===== src/rtl/alu_op_sequencer_if.sv =====
// -----------------------------------------------------------------------------
// alu_op_sequencer_if
// Request/response channels between an upstream client and alu_op_sequencer.
//   req: valid/ready handshake carrying operands and op code (client -> seq)
//   rsp: valid/ready handshake carrying captured result and op (seq -> client)
// master = client side, slave = sequencer side.
// -----------------------------------------------------------------------------
interface alu_op_sequencer_if #(
    parameter int WIDTH = 32
);
    logic             req_valid;
    logic             req_ready;
    logic [WIDTH-1:0] req_a;
    logic [WIDTH-1:0] req_b;
    logic [2:0]       req_op;

    logic             rsp_valid;
    logic             rsp_ready;
    logic [WIDTH-1:0] rsp_result;
    logic [2:0]       rsp_op;

    modport master (
        output req_valid, req_a, req_b, req_op, rsp_ready,
        input  req_ready, rsp_valid, rsp_result, rsp_op
    );

    modport slave (
        input  req_valid, req_a, req_b, req_op, rsp_ready,
        output req_ready, rsp_valid, rsp_result, rsp_op
    );
endinterface


===== src/rtl/alu_op_sequencer.sv =====
// -----------------------------------------------------------------------------
// alu_op_sequencer
// Initiator-side driver for the 32-bit multi-function ALU. Accepts one op at a
// time over bus.req, drives the ALU inputs, waits the op-dependent latency
// (one cycle for combinational ops, a restart pulse plus MOD_LATENCY cycles for
// mod) and returns the sampled ALU result over bus.rsp.
//
// Optional feature macro: ALU_SEQ_STATS_EN
//   When defined, adds stat_ops / stat_mods handshake counters.
// -----------------------------------------------------------------------------
module alu_op_sequencer #(
    parameter int WIDTH       = 32,
    parameter int MOD_LATENCY = 40,  // >= 1
    parameter int CNT_W       = 6    // 2**CNT_W > MOD_LATENCY
) (
    input  logic               clk,
    input  logic               rst,
    alu_op_sequencer_if.slave  bus,
    output logic [WIDTH-1:0]   alu_a,
    output logic [WIDTH-1:0]   alu_b,
    output logic [2:0]         alu_select,
    output logic               alu_rst,
    input  logic [WIDTH-1:0]   alu_r
`ifdef ALU_SEQ_STATS_EN
    ,
    output logic [31:0]        stat_ops,
    output logic [31:0]        stat_mods
`endif
);

    typedef enum logic [2:0] {
        OP_AND = 3'b000,
        OP_OR  = 3'b001,
        OP_XOR = 3'b010,
        OP_NOR = 3'b011,
        OP_LT  = 3'b100,
        OP_ADD = 3'b101,
        OP_SUB = 3'b110,
        OP_MOD = 3'b111
    } op_e;

    typedef enum logic [2:0] {
        S_IDLE,
        S_EXEC,
        S_MOD_RST,
        S_MOD_WAIT,
        S_RESP
    } state_e;

    state_e             state;
    logic               req_ready_q;
    logic               rsp_valid_q;
    logic [WIDTH-1:0]   rsp_result_q;
    logic [2:0]         rsp_op_q;
    logic [CNT_W-1:0]   wait_cnt;

    assign bus.req_ready  = req_ready_q;
    assign bus.rsp_valid  = rsp_valid_q;
    assign bus.rsp_result = rsp_result_q;
    assign bus.rsp_op     = rsp_op_q;

    // ALU restart: any system reset, plus the single MOD_RST cycle.
    assign alu_rst = rst || (state == S_MOD_RST);

    // Sequencer FSM with registered handshake outputs and ALU operand registers.
    // NOTE: sequential state uses non-blocking assignments so every register
    // samples the pre-edge values of the others, independent of statement order.
    always_ff @(posedge clk) begin
        // NOTE: reset is synchronous, so it is just the highest-priority branch
        // of the clocked block rather than part of the sensitivity list.
        if (rst) begin
            state        <= S_IDLE;
            req_ready_q  <= 1'b0;
            rsp_valid_q  <= 1'b0;
            rsp_result_q <= '0;
            rsp_op_q     <= '0;
            alu_a        <= '0;
            alu_b        <= '0;
            alu_select   <= '0;
            wait_cnt     <= '0;
        end else begin
            case (state)
                S_IDLE: begin
                    // req_ready is registered: after a response it comes back
                    // one cycle late, which gives a single bubble in IDLE.
                    if (bus.req_valid && req_ready_q) begin
                        alu_a       <= bus.req_a;
                        alu_b       <= bus.req_b;
                        alu_select  <= bus.req_op;
                        req_ready_q <= 1'b0;
                        state       <= (bus.req_op == OP_MOD) ? S_MOD_RST : S_EXEC;
                    end else begin
                        req_ready_q <= 1'b1;
                    end
                end

                S_EXEC: begin
                    // Combinational ops have settled one cycle after the
                    // operand registers loaded.
                    rsp_result_q <= alu_r;
                    rsp_op_q     <= alu_select;
                    rsp_valid_q  <= 1'b1;
                    state        <= S_RESP;
                end

                S_MOD_RST: begin
                    wait_cnt <= CNT_W'(MOD_LATENCY - 1);
                    state    <= S_MOD_WAIT;
                end

                S_MOD_WAIT: begin
                    if (wait_cnt == '0) begin
                        rsp_result_q <= alu_r;
                        rsp_op_q     <= alu_select;
                        rsp_valid_q  <= 1'b1;
                        state        <= S_RESP;
                    end else begin
                        wait_cnt <= wait_cnt - 1'b1;
                    end
                end

                S_RESP: begin
                    // Result and ALU inputs hold for as long as the consumer
                    // applies backpressure.
                    if (bus.rsp_ready) begin
                        rsp_valid_q <= 1'b0;
                        state       <= S_IDLE;
                    end
                end

                default: begin
                    state       <= S_IDLE;
                    req_ready_q <= 1'b0;
                    rsp_valid_q <= 1'b0;
                end
            endcase
        end
    end

`ifdef ALU_SEQ_STATS_EN
    logic rsp_fire;
    assign rsp_fire = rsp_valid_q && bus.rsp_ready;

    // Response handshake counters; wrap naturally at 2**32.
    always_ff @(posedge clk) begin
        if (rst) begin
            stat_ops  <= '0;
            stat_mods <= '0;
        end else if (rsp_fire) begin
            stat_ops <= stat_ops + 32'd1;
            if (rsp_op_q == OP_MOD) begin
                stat_mods <= stat_mods + 32'd1;
            end
        end
    end
`endif

endmodule


===== src/flat_wrapper.sv =====
// flat-port wrapper written by rule: the top's interface ports become plain ports
module alu_op_sequencer_flat 
#(
    parameter int WIDTH       = 32,
    parameter int MOD_LATENCY = 40,         
    parameter int CNT_W       = 6                             
)
  (clk, rst, alu_a, alu_b, alu_select, alu_rst, alu_r, bus_req_valid, bus_req_a, bus_req_b, bus_req_op, bus_rsp_ready, bus_req_ready, bus_rsp_valid, bus_rsp_result, bus_rsp_op);
  alu_op_sequencer_if #(.WIDTH(WIDTH)) bus_i ();
  input  logic clk;
  input  logic rst;
  output logic [WIDTH-1:0] alu_a;
  output logic [WIDTH-1:0] alu_b;
  output logic [2:0] alu_select;
  output logic alu_rst;
  input  logic [WIDTH-1:0] alu_r;
  input wire logic [$bits(bus_i.req_valid)-1:0] bus_req_valid;
  input wire logic [$bits(bus_i.req_a)-1:0] bus_req_a;
  input wire logic [$bits(bus_i.req_b)-1:0] bus_req_b;
  input wire logic [$bits(bus_i.req_op)-1:0] bus_req_op;
  input wire logic [$bits(bus_i.rsp_ready)-1:0] bus_rsp_ready;
  output wire logic [$bits(bus_i.req_ready)-1:0] bus_req_ready;
  output wire logic [$bits(bus_i.rsp_valid)-1:0] bus_rsp_valid;
  output wire logic [$bits(bus_i.rsp_result)-1:0] bus_rsp_result;
  output wire logic [$bits(bus_i.rsp_op)-1:0] bus_rsp_op;
  assign bus_i.req_valid = bus_req_valid;
  assign bus_i.req_a = bus_req_a;
  assign bus_i.req_b = bus_req_b;
  assign bus_i.req_op = bus_req_op;
  assign bus_i.rsp_ready = bus_rsp_ready;
  assign bus_req_ready = bus_i.req_ready;
  assign bus_rsp_valid = bus_i.rsp_valid;
  assign bus_rsp_result = bus_i.rsp_result;
  assign bus_rsp_op = bus_i.rsp_op;
  alu_op_sequencer #(.WIDTH(WIDTH), .MOD_LATENCY(MOD_LATENCY), .CNT_W(CNT_W)) u_core (.clk(clk), .rst(rst), .bus(bus_i), .alu_a(alu_a), .alu_b(alu_b), .alu_select(alu_select), .alu_rst(alu_rst), .alu_r(alu_r));
endmodule

===== config.mk =====
export PLATFORM = sky130hd
export DESIGN_NAME = alu_op_sequencer_flat
export DESIGN_NICKNAME = d
export VERILOG_FILES = /design/src/rtl/alu_op_sequencer_if.sv /design/src/rtl/alu_op_sequencer.sv /design/src/flat_wrapper.sv
export SDC_FILE = /design/constraint.sdc
export NUM_CORES = 1
export LEC_CHECK = 0
export BUFFER_PORTS_ARGS = -buffer_cell sky130_fd_sc_hd__buf_2
export CORE_MARGIN = 4
export CORE_UTILIZATION = 47
export CTS_CLUSTER_SIZE = 25
export DETAILED_ROUTE_END_ITERATION = 7
export GPL_ROUTABILITY_DRIVEN = 0
export GPL_TIMING_DRIVEN = 0
export PLACE_DENSITY = 0.77
export SYNTH_ARGS = -nofsm -noshare
export SYNTH_HDL_FRONTEND = slang
export SYNTH_SLANG_ARGS = --single-unit

===== constraint.sdc =====
create_clock -name clk -period 2.3 [get_ports clk]
set_clock_uncertainty 0.2 [all_clocks]
set_input_delay 0.115 -clock clk [delete_from_list [all_inputs] [get_ports clk]]
set_output_delay 0.115 -clock clk [all_outputs]
set_load 0.02 [all_outputs]

==> results of run 1 <==
-- critical path, delay by kind of cell (launching register included) --
kind / cells / cell delay [ns]
flip-flops: 1 / 0.33
buffers and inverters: 4 / 0.59
AO/OA/AOI/OAI: 1 / 0.32
AND/OR/NAND/NOR: 1 / 0.35
multiplexers: 1 / 0.26
adder cells (fa/ha/maj): 1 / 0.14
-- power breakdown --
group | switching [mW] | internal [mW] | leakage, nW
registers | 0.0734 | 2.09 | 0.920
logic | 0.675 | 0.484 | 2.11
clock network | 0.911 | 1.64 | 0.279
total | 1.66 | 4.21 | 3.31
-- per-stage QoR --
stage | instance area [um2] | hold slack (ns)
6_report | 7520 | 0.0384
5_1_grt | 7520 | 0.0798
4_1_cts | 7380 | 0.00902
3_5_place_dp | 5790 | 0.171
3_3_place_gp | 5790 | 0.165
2_1_floorplan | 4590 | 0.0572
-- logic make-up after synthesis --
family	after synthesis
compound gates	162
fa+ha+maj	2
buf+inv	63
flops	113
mux	35
simple gates	160
-- layer usage --
layer  global-route usage [%]  up-vias  routed length [um]
met2                     53.1      347                8910
met5                        0        -                   0
met1                     33.8     2613                6940
met3                     8.91       60                1650
li1                         -     2563                   -
met4                     12.6        0                 649
-- timing repair --
| item | in CTS | in global routing |
|---|---|---|
| setup endpoints to repair | 0 | 31 |
| buffers inserted | 0 | 8 |
| gates resized for setup | 0 | 12 |
| hold buffers | 101 | 0 |
| hold endpoints to repair | 103 | 0 |
-- cell type report --
class | count | area share [%]
Sequential cell | 113 | 30.1
Timing Repair Buffer | 319 | 28.7
Multi-Input combinational cell | 359 | 27.1
Clock buffer | 22 | 6.29
Buffer | 55 | 3.72
Tap cell | 129 | 2.14
Clock inverter | 9 | 1.41
Inverter | 8 | 0.432
-- worst paths after layout --
check | startpoint | end | slack [ns] | depth (start not counted)
worst max-delay path | u_core.wait_cnt[1]$_SDFFE_PP0P_ | u_core.bus.rsp_result[18]$_SDFFE_PP0P_ | 0.009 | 8
worst min-delay path | rst | u_core.wait_cnt[0]$_SDFFE_PP0P_ | 0.04 | 5
worst max register to register | u_core.wait_cnt[1]$_SDFFE_PP0P_ | u_core.bus.rsp_result[18]$_SDFFE_PP0P_ | 0.009 | 8
worst min register to register | u_core.bus.rsp_result[10]$_SDFFE_PP0P_ | u_core.bus.rsp_result[10]$_SDFFE_PP0P_ | 0.25 | 2
-- state kept, by name, indices dropped and copies added (netlist names) --
signal                 flops
u_core.bus.req_ready       1
u_core.wait_cnt            6
u_core.state               3
u_core.alu_a              32
u_core.alu_b              32
u_core.bus.rsp_op          3
u_core.bus.rsp_valid       1
u_core.alu_select          3
u_core.bus.rsp_result     32
-- cell usage in the layout (no fill, tap or decap), types with 5 or more instances in the layout --
| cell | Yosys | routed |
|---|---|---|
| dlygate4sd3_1 | 0 | 101 |
| mux2i_1 | 35 | 33 |
| clkbuf_1 | 45 | 45 |
| nand3_1 | 68 | 68 |
| clkbuf_8 | 0 | 5 |
| buf_4 | 1 | 9 |
| buf_2 | 3 | 211 |
| inv_1 | 8 | 6 |
| clkbuf_16 | 0 | 18 |
| dfxtp_1 | 113 | 111 |
| a21oi_1 | 71 | 71 |
| o21ai_0 | 67 | 67 |
| nand2_1 | 71 | 71 |
| o21ai_1 | 6 | 6 |
==> out/results.txt, run 1 <==
Die Y -> 107 um
Setup ws final -> 0.00900 ns
Tmin final -> 2.29 ns
Post-Place Cells -> 871
Post-synth EDFFs -> 0
Max-cap violations -> 0
Crit Path Max Fanout -> 7
Final Hold Vio Count -> 0
Post-synthesis cell count -> 535
Status -> complete, no violations
Main combinational cell family by area after synthesis -> compound AO/OA/AOI/OAI gates
CTS H-tree lvls -> 4
Synth Area in Adders -> 0.545%
Vias/cell -> 5.51
Global-route wire length before repair -> 27,700 um
Largest net degree at the start of global routing -> 17
Multiplexer share of the synthesized area -> 7.63%
Area leader, netlist -> dfxtp_1
VDD IR-drop max -> 593 uV
Crit path required time -> 2.51 ns
Mean Syn Cell Area -> 8.59 um2
Syn Std Cell Area -> 4590 um2
Synthesis-stage register bit count -> 113
Layout cells sized above 1 -> 30.4%
Final setup viols -> 0
Row count -> 35
Sequential cell area -> 2270 um2
Die Area -> 11,400 um2
Synth area leaders -> dfxtp_1, a21oi_1, mux2i_1
Simple-gate share of the synthesized area -> 16.4%
Synth Area in XOR/XNOR -> 0%
Commonest cells post-synth -> dfxtp_1, a21oi_1, nand2_1
Clock sink count -> 113
Cell with the most instances after synthesis -> dfxtp_1
Routed wire per std cell -> 17.9 um
Post-synth top area share -> 49.3%
Cell Chain, Critical Path -> inv_2 -> ha_4 -> or3b_1 -> buf_6 -> o41ai_4 -> buf_6 -> buf_12 -> mux2i_1
Compound-Gate Fraction of Synth Area -> 19.4%
Footprint of the multi-input gates -> 2040 um2
Fmax -> 0.436 GHz
Clk slew on worst S/H paths -> 0.06 ns
Finished Layout Cells -> 1,014
Pwr/cell area -> 781 nW/um2
Antenna violations before repair -> 0
Setup TNS -> 0 ns
LEAKAGE -> 3.31 nW
Fill count -> 591
Worst Path Arrival -> 2.50 ns
Total track usage -> 30.1%
Slew @ Worst Pin -> 0.574 ns
Final Core Density -> 80.3%
Nets -> 978
Netlist cell types -> 42
Die Width -> 107 um
Area delta synth->final -> 63.8%
RSZ-0062 raised after global routing -> true
Total Power -> 5.87 mW
Root Buffer -> clkbuf_8
Via count -> 5,583
Port bufs -> 207
Initial Util -> 49.0%
Final slew viol count -> 0
Core area -> 9370 um2
CP Launch Type -> register
Clk_lat worst skew -> 0.50 ns
1st-pass router iterations -> 6
Vias in the first global route -> 5,648
Main synth FF type -> dfxtp_1
I/O Pins -> 208
Ant. Diodes -> 0
Drt total wl -> 18,100 um
Register area share after synthesis -> 49.3%
CTS buffer count -> 17
Most used cell, CP -> buf_6
CTS max path bufs -> 2
Crit Path Class -> register to register
GR Overflow Total -> 0
Post-synth net total -> 640
Detailed Place HPWL -> 10,400 um
CTS tree -> yes
Nature of the critical path endpoint -> register
HP Class -> primary input to register
Setup WS pre-CTS -> 0.0573 ns
Final period utilization -> 99.6%
Ys Warns -> 0
Asr flop ratio synth -> 0%
CP max-delay cell -> or3b_1
Max_slew headroom -> 61.7%
Initial DRC Count -> 510
CP peak stage delay -> 0.35 ns
Remaining DRCs -> 0
DRT antenna net count -> 0
(Power assumes the default switching activity.)
==> run 2, diff against run 1 <==
--- a/config.mk
+++ b/config.mk
@@ -6,13 +6,14 @@
 export NUM_CORES = 1
 export LEC_CHECK = 0
 export BUFFER_PORTS_ARGS = -buffer_cell sky130_fd_sc_hd__buf_2
+export CELL_PAD_IN_SITES_DETAIL_PLACEMENT = 1
+export CELL_PAD_IN_SITES_GLOBAL_PLACEMENT = 1
 export CORE_MARGIN = 4
-export CORE_UTILIZATION = 47
+export CORE_UTILIZATION = 33
 export CTS_CLUSTER_SIZE = 25
 export DETAILED_ROUTE_END_ITERATION = 7
-export GPL_ROUTABILITY_DRIVEN = 0
 export GPL_TIMING_DRIVEN = 0
-export PLACE_DENSITY = 0.77
+export PLACE_DENSITY = 0.76
 export SYNTH_ARGS = -nofsm -noshare
 export SYNTH_HDL_FRONTEND = slang
 export SYNTH_SLANG_ARGS = --single-unit
==> constraint.sdc (replaced) <==
create_clock -name clk -period 2.3 [get_ports clk]
set_clock_uncertainty 0.2 [all_clocks]
set_input_delay 0.69 -clock clk [delete_from_list [all_inputs] [get_ports clk]]
set_output_delay 0.69 -clock clk [all_outputs]
set_load 0.02 [all_outputs]
==> run 2 against run 1 <==
Against the previous run: core utilization fell by 32 points; clock power is 6% lower; total power down 5.8%; worst setup slack better by 0.034 ns; non-clock buffer count fell by 110; critical endpoint is now alu_rst.
==> out/results.txt, run 2 (synthesis results as in run 1) <==
Status -> complete, no violations
CTS max path bufs -> 2 (unchanged)
R2R Path Start -> u_core.wait_cnt[0]$_SDFFE_PP0P_
Commonest non-fill, non-tap cell in the layout -> buf_2
Slew @ Worst Pin -> 0.591 ns (+0.0172 ns)
LEAKAGE -> 2.84 nW (-14%)
Global-route wire length before repair -> 26,300 um (-5.0%)
I/O Pins -> 208 (unchanged)
Worst Path Arrival -> 1.37 ns (-1.13 ns)
Nets -> 868 (-11%)
Tmin final -> 2.26 ns (-0.0335 ns)
Remaining DRCs -> 0 (unchanged)
Setup TNS -> 0 ns (unchanged)
Antenna violations before repair -> 2 (+2)
Total Power -> 5.53 mW (-5.8%)
Routed wire per std cell -> 17.2 um (-3.9%)
1st-pass router iterations -> 4 (-2)
Final Hold Vio Count -> 0 (unchanged)
Final period utilization -> 98.2% (-1.5 points)
Footprint of the multi-input gates -> 2050 um2 (+0.37%)
Fill count -> 1,715 (+190%)
Crit Path Max Fanout -> 10 (+3)
HP Class -> register to register
CP peak stage delay -> 0.20 ns (-0.15 ns)
Row count -> 42 (+20%)
CTS buffer count -> 17 (unchanged)
Hold Crit Start -> u_core.bus.rsp_result[20]$_SDFFE_PP0P_
Largest net degree at the start of global routing -> 20 (+3)
Clk slew on worst S/H paths -> 0.05 ns (about the same)
Detailed Place HPWL -> 12,100 um (+17%)
Flop-to-flop setup slack -> 0.11 ns (+0.10 ns)
Ant. Diodes -> 0 (unchanged)
Most frequent cells in the layout -> buf_2, dfxtp_1, nand2_1, a21oi_1, nand3_1
Hold slack -> 0.252 ns (+0.213 ns)
Final setup viols -> 0 (unchanged)
RePlAce Congestion -> 0.804
Final slew viol count -> 0 (unchanged)
Reg2Reg Depth -> 8 (unchanged)
Layout cells sized above 1 -> 34.4% (+4.0 points)
CP Launch Type -> primary input
Final Core Density -> 48.1% (-32 points)
Vias in the first global route -> 5,199 (-7.9%)
Vias/cell -> 5.06 (-8.2%)
CP max-delay cell -> clkbuf_4
Die Width -> 126 um (+18%)
Port bufs -> 207 (unchanged)
Area delta synth->final -> 41.0%
Nature of the critical path endpoint -> output port
Placed Area -> 5850 um2 (+1.0%)
Cell Chain, Critical Path -> buf_2 -> clkinvlp_4 -> clkbuf_4 -> o21ai_2 -> buf_6
GR Overflow Total -> 0 (unchanged)
Sequential cell area -> 2270 um2 (unchanged)
CP top delay family -> buffers and inverters
Core area -> 13,500 um2 (+44%)
Hold-fix buffer count after cts -> 0 (-100%)
Worst flop-to-flop path endpoint -> u_core.bus.rsp_result[30]$_SDFFE_PP0P_
Max-cap violations -> 0 (unchanged)
Fmax -> 0.443 GHz (+1.5%)
CTS H-tree lvls -> 4 (unchanged)
Buf+Inv Stages, Crit Path -> 4 (unchanged)
DRT antenna net count -> 0 (unchanged)
Drt total wl -> 16,400 um (-9.8%)
Cell area after layout -> 6480 um2 (-14%)
Die Y -> 126 um (+18%)
Initial DRC Count -> 167 (-67%)
Clk_lat worst skew -> 0.42 ns (-0.08 ns)
Total track usage -> 20.4% (-9.8 points)
Worst hold path depth -> 2 (-3)
Crit Path Class -> primary input to output port
Pwr/cell area -> 854 nW/um2 (+9.4%)
Hold Path Sink -> u_core.bus.rsp_result[20]$_SDFFE_PP0P_
Crit path required time -> 1.41 ns (-1.10 ns)
Via count -> 4,813 (-14%)
Die Area -> 15,900 um2 (+39%)
CTS tree -> yes
Max_slew headroom -> 60.2% (-1.5 points)
Clock sink count -> 113 (unchanged)
Initial Util -> 34.1% (-15 points)
Root Buffer -> clkbuf_16
VDD IR-drop max -> 437 uV (-26%)
==> run 2: stage by stage <==
step | std cells | setup WS [ns]
after CTS | 952 | 0.00230
after global routing | 952 | -0.00236
after floorplan | 535 | 0.0111
after global placement | 918 | -0.451
after detailed placement | 918 | -0.507
final | 952 | 0.0425
==> run 2: layer usage <==
layer | global-route usage [%] | wire length (um) | vias to the layer above
met5 | 0 | 21 | -
met4 | 6.75 | 236 | 4
met3 | 8.81 | 1550 | 23
met2 | 33.4 | 7630 | 173
met1 | 24.0 | 6930 | 2271
li1 | - | - | 2342
==> run 2: area by class of cell <==
class,count,share of cell area [%]
Sequential cell,113,35.0
Multi-Input combinational cell,359,31.6
Timing Repair Buffer,212,16.7
Clock buffer,21,6.96
Buffer,52,4.40
Tap cell,176,3.40
Clock inverter,11,1.39
Inverter,8,0.522
==> run 2: timing repair <==
item                       CTS  global route
setup buffers                4             1
resized for setup           12            11
pin swaps                    0             1
setup endpoints to repair   14            65
==> run 2: where the power goes <==
group | total (mW) | internal, mW | switching (mW)
clock network | 2.40 | 1.50 | 0.903
logic | 0.974 | 0.354 | 0.621
registers | 2.16 | 2.09 | 0.0691
==> run 2: worst max-delay path by stage <==
stage	startpoint	end	slack, ns	cells past startpoint
CTS	u_core.state[2]$_SDFFE_PP0P_	alu_rst	0.002	4
global route	u_core.state[1]$_SDFFE_PP0P_	alu_rst	-0.002	4
detailed placement	rst	alu_rst	-0.51	6
global placement	rst	alu_rst	-0.45	6
finish	rst	alu_rst	0.04	5
floorplan	rst	alu_rst	0.01	4
==> run 2: worst register-to-register path, stage by stage, from the launching register on <==
cell     delay [ns]
dfxtp_2        0.35
inv_2          0.10
ha_4           0.15
or3b_1         0.36
buf_6          0.15
o41ai_4        0.25
buf_6          0.20
buf_12         0.15
mux2i_1        0.20
